==> src/rtl/alu_cmd_seq_if.sv <==
// Bundles the command, ALU and result signals of alu_cmd_seq.
// The slave modport is the sequencer; master is its environment.
interface alu_cmd_seq_if #(
  parameter int unsigned CNT_W = 8
);
  logic             in_valid;
  logic             in_ready;
  logic [31:0]      in_a;
  logic [31:0]      in_b;
  logic [1:0]       in_op;
  logic             in_chain;
  logic [31:0]      alu_a;
  logic [31:0]      alu_b;
  logic [1:0]       alu_op;
  logic             alu_en;
  logic [31:0]      alu_c;
  logic             out_valid;
  logic             out_ready;
  logic [31:0]      out_data;
  logic [CNT_W-1:0] op_count;

  modport slave (
    input  in_valid, in_a, in_b, in_op, in_chain, alu_c, out_ready,
    output in_ready, alu_a, alu_b, alu_op, alu_en, out_valid, out_data, op_count
  );

  modport master (
    output in_valid, in_a, in_b, in_op, in_chain, alu_c, out_ready,
    input  in_ready, alu_a, alu_b, alu_op, alu_en, out_valid, out_data, op_count
  );
endinterface

==> src/rtl/alu_cmd_seq.sv <==
// Command sequencer for a registered ALU: accepts one command, pulses the ALU
// for one cycle, waits ALU_LAT cycles, then offers the result downstream.
module alu_cmd_seq #(
  parameter int unsigned ALU_LAT = 1,
  parameter int unsigned CNT_W   = 8
) (
  input  logic          clk,
  input  logic          reset,
  alu_cmd_seq_if.slave  bus
);

  typedef enum logic [1:0] {IDLE, ISSUE, WAIT, DONE} state_t;

  state_t           state, state_nxt;
  logic [31:0]      a_q, a_nxt;
  logic [31:0]      b_q, b_nxt;
  logic [1:0]       op_q, op_nxt;
  logic             en_q, en_nxt;
  logic [31:0]      data_q, data_nxt;
  logic             valid_q, valid_nxt;
  logic [31:0]      last_q, last_nxt;
  logic             have_q, have_nxt;
  logic [3:0]       wait_q, wait_nxt;
  logic [CNT_W-1:0] cnt_q, cnt_nxt;

  always_ff @(posedge clk) begin
    if (reset) begin
      state   <= IDLE;
      a_q     <= '0;
      b_q     <= '0;
      op_q    <= '0;
      en_q    <= 1'b0;
      data_q  <= '0;
      valid_q <= 1'b0;
      last_q  <= '0;
      have_q  <= 1'b0;
      wait_q  <= '0;
      cnt_q   <= '0;
    end else begin
      state   <= state_nxt;
      a_q     <= a_nxt;
      b_q     <= b_nxt;
      op_q    <= op_nxt;
      en_q    <= en_nxt;
      data_q  <= data_nxt;
      valid_q <= valid_nxt;
      last_q  <= last_nxt;
      have_q  <= have_nxt;
      wait_q  <= wait_nxt;
      cnt_q   <= cnt_nxt;
    end
  end

  always_comb begin
    state_nxt = state;
    a_nxt     = a_q;
    b_nxt     = b_q;
    op_nxt    = op_q;
    en_nxt    = en_q;
    data_nxt  = data_q;
    valid_nxt = valid_q;
    last_nxt  = last_q;
    have_nxt  = have_q;
    wait_nxt  = wait_q;
    cnt_nxt   = cnt_q;
    unique case (state)
      IDLE: begin
        if (bus.in_valid) begin
          a_nxt     = (bus.in_chain && have_q) ? last_q : bus.in_a;
          b_nxt     = bus.in_b;
          op_nxt    = bus.in_op;
          en_nxt    = 1'b1;
          wait_nxt  = 4'(ALU_LAT);
          state_nxt = ISSUE;
        end
      end
      ISSUE: begin
        en_nxt    = 1'b0;
        state_nxt = WAIT;
      end
      WAIT: begin
        wait_nxt = wait_q - 4'd1;
        // wait_cnt == 1 marks the last latency cycle: c is valid now.
        if (wait_q == 4'd1) begin
          data_nxt  = bus.alu_c;
          valid_nxt = 1'b1;
          state_nxt = DONE;
        end
      end
      DONE: begin
        if (bus.out_ready) begin
          valid_nxt = 1'b0;
          last_nxt  = data_q;
          have_nxt  = 1'b1;
          cnt_nxt   = cnt_q + CNT_W'(1);
          state_nxt = IDLE;
        end
      end
      default: state_nxt = IDLE;
    endcase
  end

  assign bus.in_ready  = (state == IDLE);
  assign bus.alu_a     = a_q;
  assign bus.alu_b     = b_q;
  assign bus.alu_op    = op_q;
  assign bus.alu_en    = en_q;
  assign bus.out_valid = valid_q;
  assign bus.out_data  = data_q;
  assign bus.op_count  = cnt_q;

endmodule

==> src/flat_wrapper.sv <==
// flat-port wrapper written by rule: the top's interface ports become plain ports
module alu_cmd_seq_flat 
#(
  parameter int unsigned ALU_LAT = 1,
  parameter int unsigned CNT_W   = 8
)
  (clk, reset, bus_in_valid, bus_in_a, bus_in_b, bus_in_op, bus_in_chain, bus_alu_c, bus_out_ready, bus_in_ready, bus_alu_a, bus_alu_b, bus_alu_op, bus_alu_en, bus_out_valid, bus_out_data, bus_op_count);
  alu_cmd_seq_if #(.CNT_W(CNT_W)) bus_i ();
  input  logic clk;
  input  logic reset;
  input wire logic [$bits(bus_i.in_valid)-1:0] bus_in_valid;
  input wire logic [$bits(bus_i.in_a)-1:0] bus_in_a;
  input wire logic [$bits(bus_i.in_b)-1:0] bus_in_b;
  input wire logic [$bits(bus_i.in_op)-1:0] bus_in_op;
  input wire logic [$bits(bus_i.in_chain)-1:0] bus_in_chain;
  input wire logic [$bits(bus_i.alu_c)-1:0] bus_alu_c;
  input wire logic [$bits(bus_i.out_ready)-1:0] bus_out_ready;
  output wire logic [$bits(bus_i.in_ready)-1:0] bus_in_ready;
  output wire logic [$bits(bus_i.alu_a)-1:0] bus_alu_a;
  output wire logic [$bits(bus_i.alu_b)-1:0] bus_alu_b;
  output wire logic [$bits(bus_i.alu_op)-1:0] bus_alu_op;
  output wire logic [$bits(bus_i.alu_en)-1:0] bus_alu_en;
  output wire logic [$bits(bus_i.out_valid)-1:0] bus_out_valid;
  output wire logic [$bits(bus_i.out_data)-1:0] bus_out_data;
  output wire logic [$bits(bus_i.op_count)-1:0] bus_op_count;
  assign bus_i.in_valid = bus_in_valid;
  assign bus_i.in_a = bus_in_a;
  assign bus_i.in_b = bus_in_b;
  assign bus_i.in_op = bus_in_op;
  assign bus_i.in_chain = bus_in_chain;
  assign bus_i.alu_c = bus_alu_c;
  assign bus_i.out_ready = bus_out_ready;
  assign bus_in_ready = bus_i.in_ready;
  assign bus_alu_a = bus_i.alu_a;
  assign bus_alu_b = bus_i.alu_b;
  assign bus_alu_op = bus_i.alu_op;
  assign bus_alu_en = bus_i.alu_en;
  assign bus_out_valid = bus_i.out_valid;
  assign bus_out_data = bus_i.out_data;
  assign bus_op_count = bus_i.op_count;
  alu_cmd_seq #(.ALU_LAT(ALU_LAT), .CNT_W(CNT_W)) u_core (.clk(clk), .reset(reset), .bus(bus_i));
endmodule
==> config.mk <==
export PLATFORM = sky130hd
export DESIGN_NAME = alu_cmd_seq_flat
export DESIGN_NICKNAME = d
export VERILOG_FILES = /design/src/rtl/alu_cmd_seq_if.sv /design/src/rtl/alu_cmd_seq.sv /design/src/flat_wrapper.sv
export SDC_FILE = /design/constraint.sdc
export NUM_CORES = 1
export LEC_CHECK = 0
export ABC_AREA = 0
export ABC_CLOCK_PERIOD_IN_PS = 2150
export CAP_MARGIN = 20
export CORE_MARGIN = 3
export CORE_UTILIZATION = 44
export DETAILED_ROUTE_END_ITERATION = 8
export GPL_TIMING_DRIVEN = 0
export PLACE_DENSITY_LB_ADDON = 0.05
export SYNTH_ARGS = -nofsm -noshare
export SYNTH_HDL_FRONTEND = slang
export SYNTH_SLANG_ARGS = --single-unit
==> constraint.sdc <==
create_clock -name clk -period 2.15 [get_ports clk]
set_input_delay 0.3225 -clock clk [delete_from_list [all_inputs] [get_ports clk]]
set_output_delay 0.3225 -clock clk [all_outputs]
set_load 0.01 [all_outputs]
# [Yosys cells after proc, flatten, opt, wreduce, memory -nomap -nowiden]
# Index checks and enable logic that the tools add are counted.
[word_totals] input_bits=103 regBits=147 wordCells=44
[op_classes] n_mux=12 add_sub_neg=2 n_reduce_logical=12 n_eq_ne=7
[ops] operator="$mux W32" count=1
[ops] operator="$reduce_and A2 Y1" count=5
[ops] operator="$add A8 B1 Y8 const B" count=1
[ops] operator="$pmux W2 S4" count=1
[ops] operator="$pmux W4 S2" count=1
[ops] operator="$mux W2" count=3
[ops] operator="$reduce_and A3 Y1" count=2
[ops] operator="$reduce_bool A2 Y1" count=3
[ops] operator="$eq A2 B2 Y1 const B" count=2
[ops] operator="$eq A4 B1 Y1 const B" count=1
[ops] operator="$mux W4" count=1
[ops] operator="$ne A2 B2 Y1 const B" count=2
[ops] operator="$pmux W1 S2" count=2
[ops] operator="$sub A4 B1 Y4 const B" count=1
[ops] operator="$mux W1" count=3
[ops] operator="$eq A2 B1 Y1 const B" count=1
[ops] operator="$logic_not A2 Y1" count=1
[ops] operator="$ne A2 B1 Y1 const B" count=1
[ops] operator="$logic_and A1 B1 Y1" count=1

# [Depth between registers and ports, before layout]
# Gate-level depths: netlist (run 1).
[depth] ltp_word=3 depth_mapped=8 depth_no_buf=6

# [Worst setup path before layout (run 1)]
# OpenSTA, ideal clock, no wires.
[synth_path] kind="register to register" startpoint="register u_core.state[0]" endpoint="register u_core.b_q[13], in the netlist u_core.bus.alu_b[13]" required_time_ps=2018 n_path_buf=3 path_stages_with_launch=9 arrival_ps=1407 period_less_slack_ps=1539 path_slack_ps=611 path_cell_list="dfxtp_1 > inv_1 > ha_1 > and2_1 > buf_2 > buf_4 > buf_2 > nand2_1 > a21oi_1"
[synth_between] elab_chain_cells=2
[synth_lines] element="from (decl)" line_no="alu_cmd_seq.sv:14" text="state_t state, state_nxt;"
[synth_lines] element="from (signal assigned)" line_no="alu_cmd_seq.sv:40" text="state <= state_nxt;"
[synth_lines] element="$logic_not A2 Y1"
[synth_lines] element="named net bus_in_ready" line_no="flat_wrapper.sv:18" text="output wire logic [$bits(bus_i.in_ready)-1:0] bus_in_ready;"
[synth_lines] element="$reduce_and A2 Y1 (no source line)"
[synth_lines] element="to (signal assigned)" line_no="alu_cmd_seq.sv:42" text="b_q <= b_nxt;"
[synth_lines] element="to (decl)" line_no="alu_cmd_seq.sv:16" text="logic [31:0] b_q, b_nxt;"
# The timed path passes the listed nets, and every way through them passes these cells.
# A chain may end at the register's enable or synchronous reset.

# [Worst setup path after layout (run 1)]
[layout_path] startpoint="register u_core.state[0]" endpoint="output port bus_in_ready"
[layout_between] elab_chain_cells=1
[layout_lines] element="$logic_not A2 Y1" line_no="alu_cmd_seq.sv:103" text="assign bus.in_ready = (state == IDLE);"
[layout_lines] element="to (decl)" line_no="flat_wrapper.sv:18"
# No other way between the ends.

==> results_dict.tcl, run 1 <==
set metrics [dict create \
    fin_area_mm2 0.00848 \
    min_period_over_period 0.941 \
    drcViolationCount 0 \
    numPortBuffers 209 \
    final.fill_count 1049 \
    htreeDepth 4 \
    vias_per_cell 5.09 \
    timing.rr.start "u_core.state[0]$_SDFFE_PP0P_" \
    seq_area_frac_synth 0.525 \
    gp_congestion 0.883 \
    grt_pass1_wl_um 28000 \
    clock_sinks 147 \
    place_area_mm2 0.00791 \
    synth_top_cell_by_area "dfxtp_1" \
    ys.flop_type "dfxtp_1" \
    antenna_found_initial 0 \
    post_synth_inst_count 706 \
    root_buffer "clkbuf_16" \
    min_to "u_core.bus.alu_a[21]$_SDFFE_PP0P_" \
    hp-start "bus_in_chain" \
    drv_slew 0 \
    insertedDiodeCount 0 \
    vias 5673 \
    synth_warnings 0 \
    hpwl_um 13400 \
    max-vdd-ir-drop_v 0.000570 \
    setup_viol 0 \
    critPathArrivalTime_ns 1.70 \
    die_h_um 119 \
    async_flop_share 0 \
    crit_path_max_fanout 7 \
    wl_per_cell_um 15.7 \
    tns_ns 0 \
    r2r_cells 7 \
    crit_required_ns 1.83 \
    clock_latency_ns 0.42 \
    critPathKind "reg2out" \
    grt_pass1_vias 5706 \
    io_pins 212 \
    endpoint_kind "primary output" \
    grt_max_degree 17 \
    synth_most_common_cell "nand2_1" \
    max-slew-margin-rel 0.567 \
    cts_tree "yes" \
    synth_fp_nets 816 \
    fp.coreArea_mm2 0.0122 \
    hold_viol 0 \
    placementRows 40 \
    ys_seq_elements 147 \
    netlist_top_cells_count "240 x nand2_1, 147 x dfxtp_1, 102 x a21oi_1" \
    cts_resized 0 \
    hold_slack_ns 0.270 \
    regArea_mm2 0.00294 \
    ant_nets 0 \
    synth_top_area_frac 0.525 \
    wirelength_um 17500 \
    hold_buffers 0 \
    nets 1044 \
    syn_area_per_cell_um2 7.94 \
    synth_cell_types 32 \
    clk_pin_slew_ns 0.05 \
    status "finished clean" \
    r2r_slack_ns 0.14 \
    hp-class "in2reg" \
    reg2reg_to "u_core.bus.out_data[27]$_SDFFE_PP0P_" \
    area_growth_pct 51.2 \
    static-leakage-power_uw 0.00308 \
    clockBufferDepth 2 \
    tightest_slew_ns 0.649 \
    drt_iter0_drc 385 \
    start_kind "register" \
    die_w_um 119 \
    synth_edf_count 0 \
    max_freq_ghz 0.494 \
    die-area_mm2 0.0141 \
    finalPower_uw 8860 \
    track_usage 0.247 \
    drive_above_1_share 0.0518 \
    initial_core_util 0.459 \
    maxCapViolations 0 \
    period_minus_slack_ns 2.02 \
    rsz0062_at_grt "false" \
    finalClockSkew_ns 0.00470 \
    hold_path_depth 3 \
    numCtsBuffers 17 \
    post_cts_buffers 0 \
    grt_overflow 0 \
    dr.pass1.iters 5 \
    ys_top_cells_by_area "dfxtp_1 53%, nand2_1 16%, a21oi_1 9.1%" \
    multiInputGateArea_mm2 0.00240 \
    synth_area_mm2 0.00561 \
    p_per_area_mw_per_mm2 1050 \
]
[cell type report]
class,instances,share of cell area
plain buffers,56,0.0282
clock buffers,27,0.0617
clock inverters,4,0.00531
inverters,5,0.00221
multi-input cells,498,0.284
flip-flops and latches,147,0.347
well taps,168,0.0248
repair buffers,209,0.247
[stage by stage]
stage	setup WS, ns	utilization	cells
final	0.127	0.694	1114
after global routing	0.0308	0.694	1114
after CTS	0.109	0.694	1114
after detailed placement	0.151	0.648	1083
after global placement	0.259	0.648	1083
after floorplan	0.611	-	706
[metal layers]
metal	vias to the layer above	GRT usage	wire length, um
li1	2812	-	-
met1	2633	0.289	7230
met2	199	0.431	8610
met3	29	0.0760	1250
met4	0	0.0825	363
met5	-	0	0
[where the power goes]
| part | internal, uW | total (uW) | switching, uW | leakage [uW] |
|---|---|---|---|---|
| sequential | 3130 | 3380 | 249 | 0.00120 |
| combinational | 1290 | 2660 | 1370 | 0.00159 |
| clock | 1770 | 2820 | 1050 | 0.000283 |
[how the worst max path moves through the flow]
stage	start	end	depth (start not counted)
6_report	u_core.state[0]$_SDFFE_PP0P_	bus_in_ready	3
5_1_grt	u_core.state[0]$_SDFFE_PP0P_	u_core.bus.out_data[27]$_SDFFE_PP0P_	7
4_1_cts	u_core.state[0]$_SDFFE_PP0P_	bus_in_ready	3
3_5_place_dp	u_core.state[0]$_SDFFE_PP0P_	u_core.bus.out_data[27]$_SDFFE_PP0P_	7
3_3_place_gp	bus_in_valid	u_core.bus.alu_b[13]$_SDFFE_PP0P_	7
2_1_floorplan	u_core.state[0]$_SDFFE_PP0P_	u_core.bus.alu_b[13]$_SDFFE_PP0P_	8
[state kept, by name, indices dropped and copies added, names as in the netlist]
signal / flops
u_core.bus.alu_a: 32
u_core.bus.alu_b: 32
u_core.bus.alu_en: 1
u_core.bus.alu_op: 2
u_core.bus.op_count: 8
u_core.bus.out_data: 32
u_core.bus.out_valid: 1
u_core.have_q: 1
u_core.last_q: 32
u_core.state: 2
u_core.wait_q: 4
[critical path: stages (launching register included)]
cell and delay [ns]:
dfxtp_1 0.34, inv_1 0.09, ha_1 0.28, clkdlybuf4s50_1 0.58
[cells in the final DEF, fill, tap and decap left out, types with 2 or more instances in the layout]
cell             Yosys  routed
nor2_1              49      49
clkbuf_16            0      17
clkinv_2             0       3
and2_1               4       4
nand2_1            240     240
clkbuf_1            36      40
a311oi_1            32      32
nand4_1              4       4
buf_2               17      17
ha_1                 7       7
o21ai_0              2       2
dfxtp_1            147     147
xor2_1               6       6
a21oi_1            102     102
inv_1                5       5
nand3_1             32      32
buf_4                2       2
clkdlybuf4s50_1      0     209
clkbuf_8             0       6
nand2b_1             4       4
and3_1               2       2
[kinds of logic (layout without fill, tap and decap cells)]
group | after synthesis | count (layout) | share of synthesized area
AND/OR/NAND/NOR | 340 | 340 | 0.244
flip-flops | 147 | 147 | 0.525
AO/OA/AOI/OAI | 143 | 143 | 0.156
buffers and inverters | 61 | 301 | 0.0460
adder cells (fa/ha/maj) | 7 | 7 | 0.0156
XOR/XNOR | 7 | 7 | 0.0109
multiplexers | 1 | 1 | 0.00179
No activity file was read; power rests on OpenSTA's default activity.
==> run 2, diff against run 1 <==
Settings changed: CORE_UTILIZATION 44 to 46, CTS_BUF_LIST set to sky130_fd_sc_hd__clkbuf_4.
==> results_dict.tcl, run 2 (same netlist as run 1, synthesis figures left out) <==
set metrics [dict create \
    status "finished clean" \
    final.fill_count 975 \
    track_usage 0.255 \
    numPortBuffers 209 \
    fp.coreArea_mm2 0.0117 \
    dr.pass1.iters 5 \
    grt_max_degree 17 \
    finalClockSkew_ns 0.0208 \
    wl_per_cell_um 16.1 \
    io_pins 212 \
    hold_buffers 0 \
    max_freq_ghz 0.526 \
    vias 5638 \
    max-vdd-ir-drop_v 0.000442 \
    placementRows 39 \
    grt_pass1_vias 5411 \
    rsz0062_at_grt "false" \
    hpwl_um 13600 \
    ant_nets 0 \
    period_minus_slack_ns 1.90 \
    tightest_slew_ns 0.628 \
    numCtsBuffers 17 \
    critPathArrivalTime_ns 2.38 \
    critPathKind "reg2reg" \
    hold_viol 0 \
    cts_tree "yes" \
    layout_commonest_cell "nand2_1" \
    insertedDiodeCount 0 \
    drv_slew 0 \
    hp-class "in2reg" \
    vias_per_cell 5.18 \
    clk_pin_slew_ns 0.12 \
    setup_viol 0 \
    maxCapViolations 0 \
    crit_required_ns 2.62 \
    drcViolationCount 0 \
    grt_overflow 0 \
    root_buffer "clkbuf_4" \
    static-leakage-power_uw 0.00297 \
    grt_pass1_wl_um 26700 \
    initial_core_util 0.481 \
    clock_latency_ns 0.56 \
    start_kind "register" \
    wirelength_um 17500 \
    htreeDepth 4 \
    p_per_area_mw_per_mm2 983 \
    die_h_um 116 \
    drive_above_1_share 0.0560 \
    endpoint_kind "register" \
    tns_ns 0 \
    max-slew-margin-rel 0.581 \
    final_util 0.705 \
    mostFrequentLayoutCells "240 x nand2_1, 208 x clkdlybuf4s50_1, 147 x dfxtp_1, 102 x a21oi_1, 49 x nor2_1" \
    area_growth_pct 46.6 \
    crit_path_max_fanout 10 \
    nets 1044 \
    min_period_over_period 0.885 \
    gp_congestion 0.833 \
    drt_iter0_drc 408 \
    clockBufferDepth 2 \
    clock_sinks 147 \
    antenna_found_initial 0 \
    die-area_mm2 0.0135 \
    die_w_um 116 \
]
==> run 2: cell count changes in the layout (fill, tap and decap cells not counted), moves of 3 or more <==
cell,change
clkbuf_16,-17
clkinv_4,+3
clkbuf_8,-6
clkbuf_4,+17
bufinv_16,+4
clkbuf_1,-4
==> run 2: critical path, cell delays in order, from the launching register on <==
cell	delay (ns)
dfxtp_1	0.41
inv_1	0.09
ha_1	0.19
buf_2	0.18
nand2_1	0.26
clkbuf_1	0.42
nand2_1	0.10
a21oi_1	0.17
==> run 2: layout make-up <==
type | count | area (um^2) | share of cell area
well taps | 143 | 179 | 0.0218
plain buffers | 56 | 239 | 0.0291
clock buffers | 17 | 128 | 0.0155
multi-input cells | 498 | 2410 | 0.293
clock inverters | 14 | 211 | 0.0257
inverters | 5 | 18.8 | 0.00228
flip-flops and latches | 147 | 2940 | 0.358
repair buffers | 209 | 2090 | 0.254
==> run 2: through the flow <==
step                      power (uW)  instance area (um^2)  setup slack [ns]  cells  hold slack, ns
final                           8080                  8220             0.248   1089           0.170
after global routing            8530                  8220            0.0902   1089           0.186
after global placement          6000                  7880             0.259   1058           0.442
after CTS                       8110                  8220             0.233   1089           0.164
after floorplan                 4760                  5610             0.611    706           0.437
after detailed placement        6110                  7880             0.232   1058           0.446
==> run 2: metal layers <==
metal | global-route usage | up-vias | wire length [um]
li1 | - | 2817 | -
met1 | 0.318 | 2546 | 7510
met2 | 0.422 | 251 | 8030
met3 | 0.0782 | 24 | 1640
met4 | 0.0789 | 0 | 317
met5 | 0 | - | 0
==> run 2: worst paths after layout <==
kind	from	endpoint	slack, ns	depth (start not counted)
max reg2reg	u_core.state[0]$_SDFFE_PP0P_	u_core.bus.out_data[23]$_SDFFE_PP0P_	0.25	7
min	bus_in_chain	u_core.bus.alu_a[21]$_SDFFE_PP0P_	0.17	3
min reg2reg	u_core.bus.alu_b[31]$_SDFFE_PP0P_	u_core.bus.alu_b[31]$_SDFFE_PP0P_	0.46	2
max	u_core.state[0]$_SDFFE_PP0P_	u_core.bus.out_data[23]$_SDFFE_PP0P_	0.25	7
==> run 2: power breakdown <==
| part | total (uW) | switching (uW) | internal (uW) | leakage (uW) |
|---|---|---|---|---|
| Clock | 2040 | 1010 | 1030 | 0.000179 |
| Combinational | 2660 | 1380 | 1290 | 0.00159 |
| Sequential | 3380 | 254 | 3130 | 0.00120 |
| Total | 8080 | 2640 | 5440 | 0.00297 |
==> run 2: what timing repair did <==
action                                  4_1_cts  5_1_grt
setup buffers                                 0        0
endpoints found under the setup margin        1        0
resized for setup                             2        0
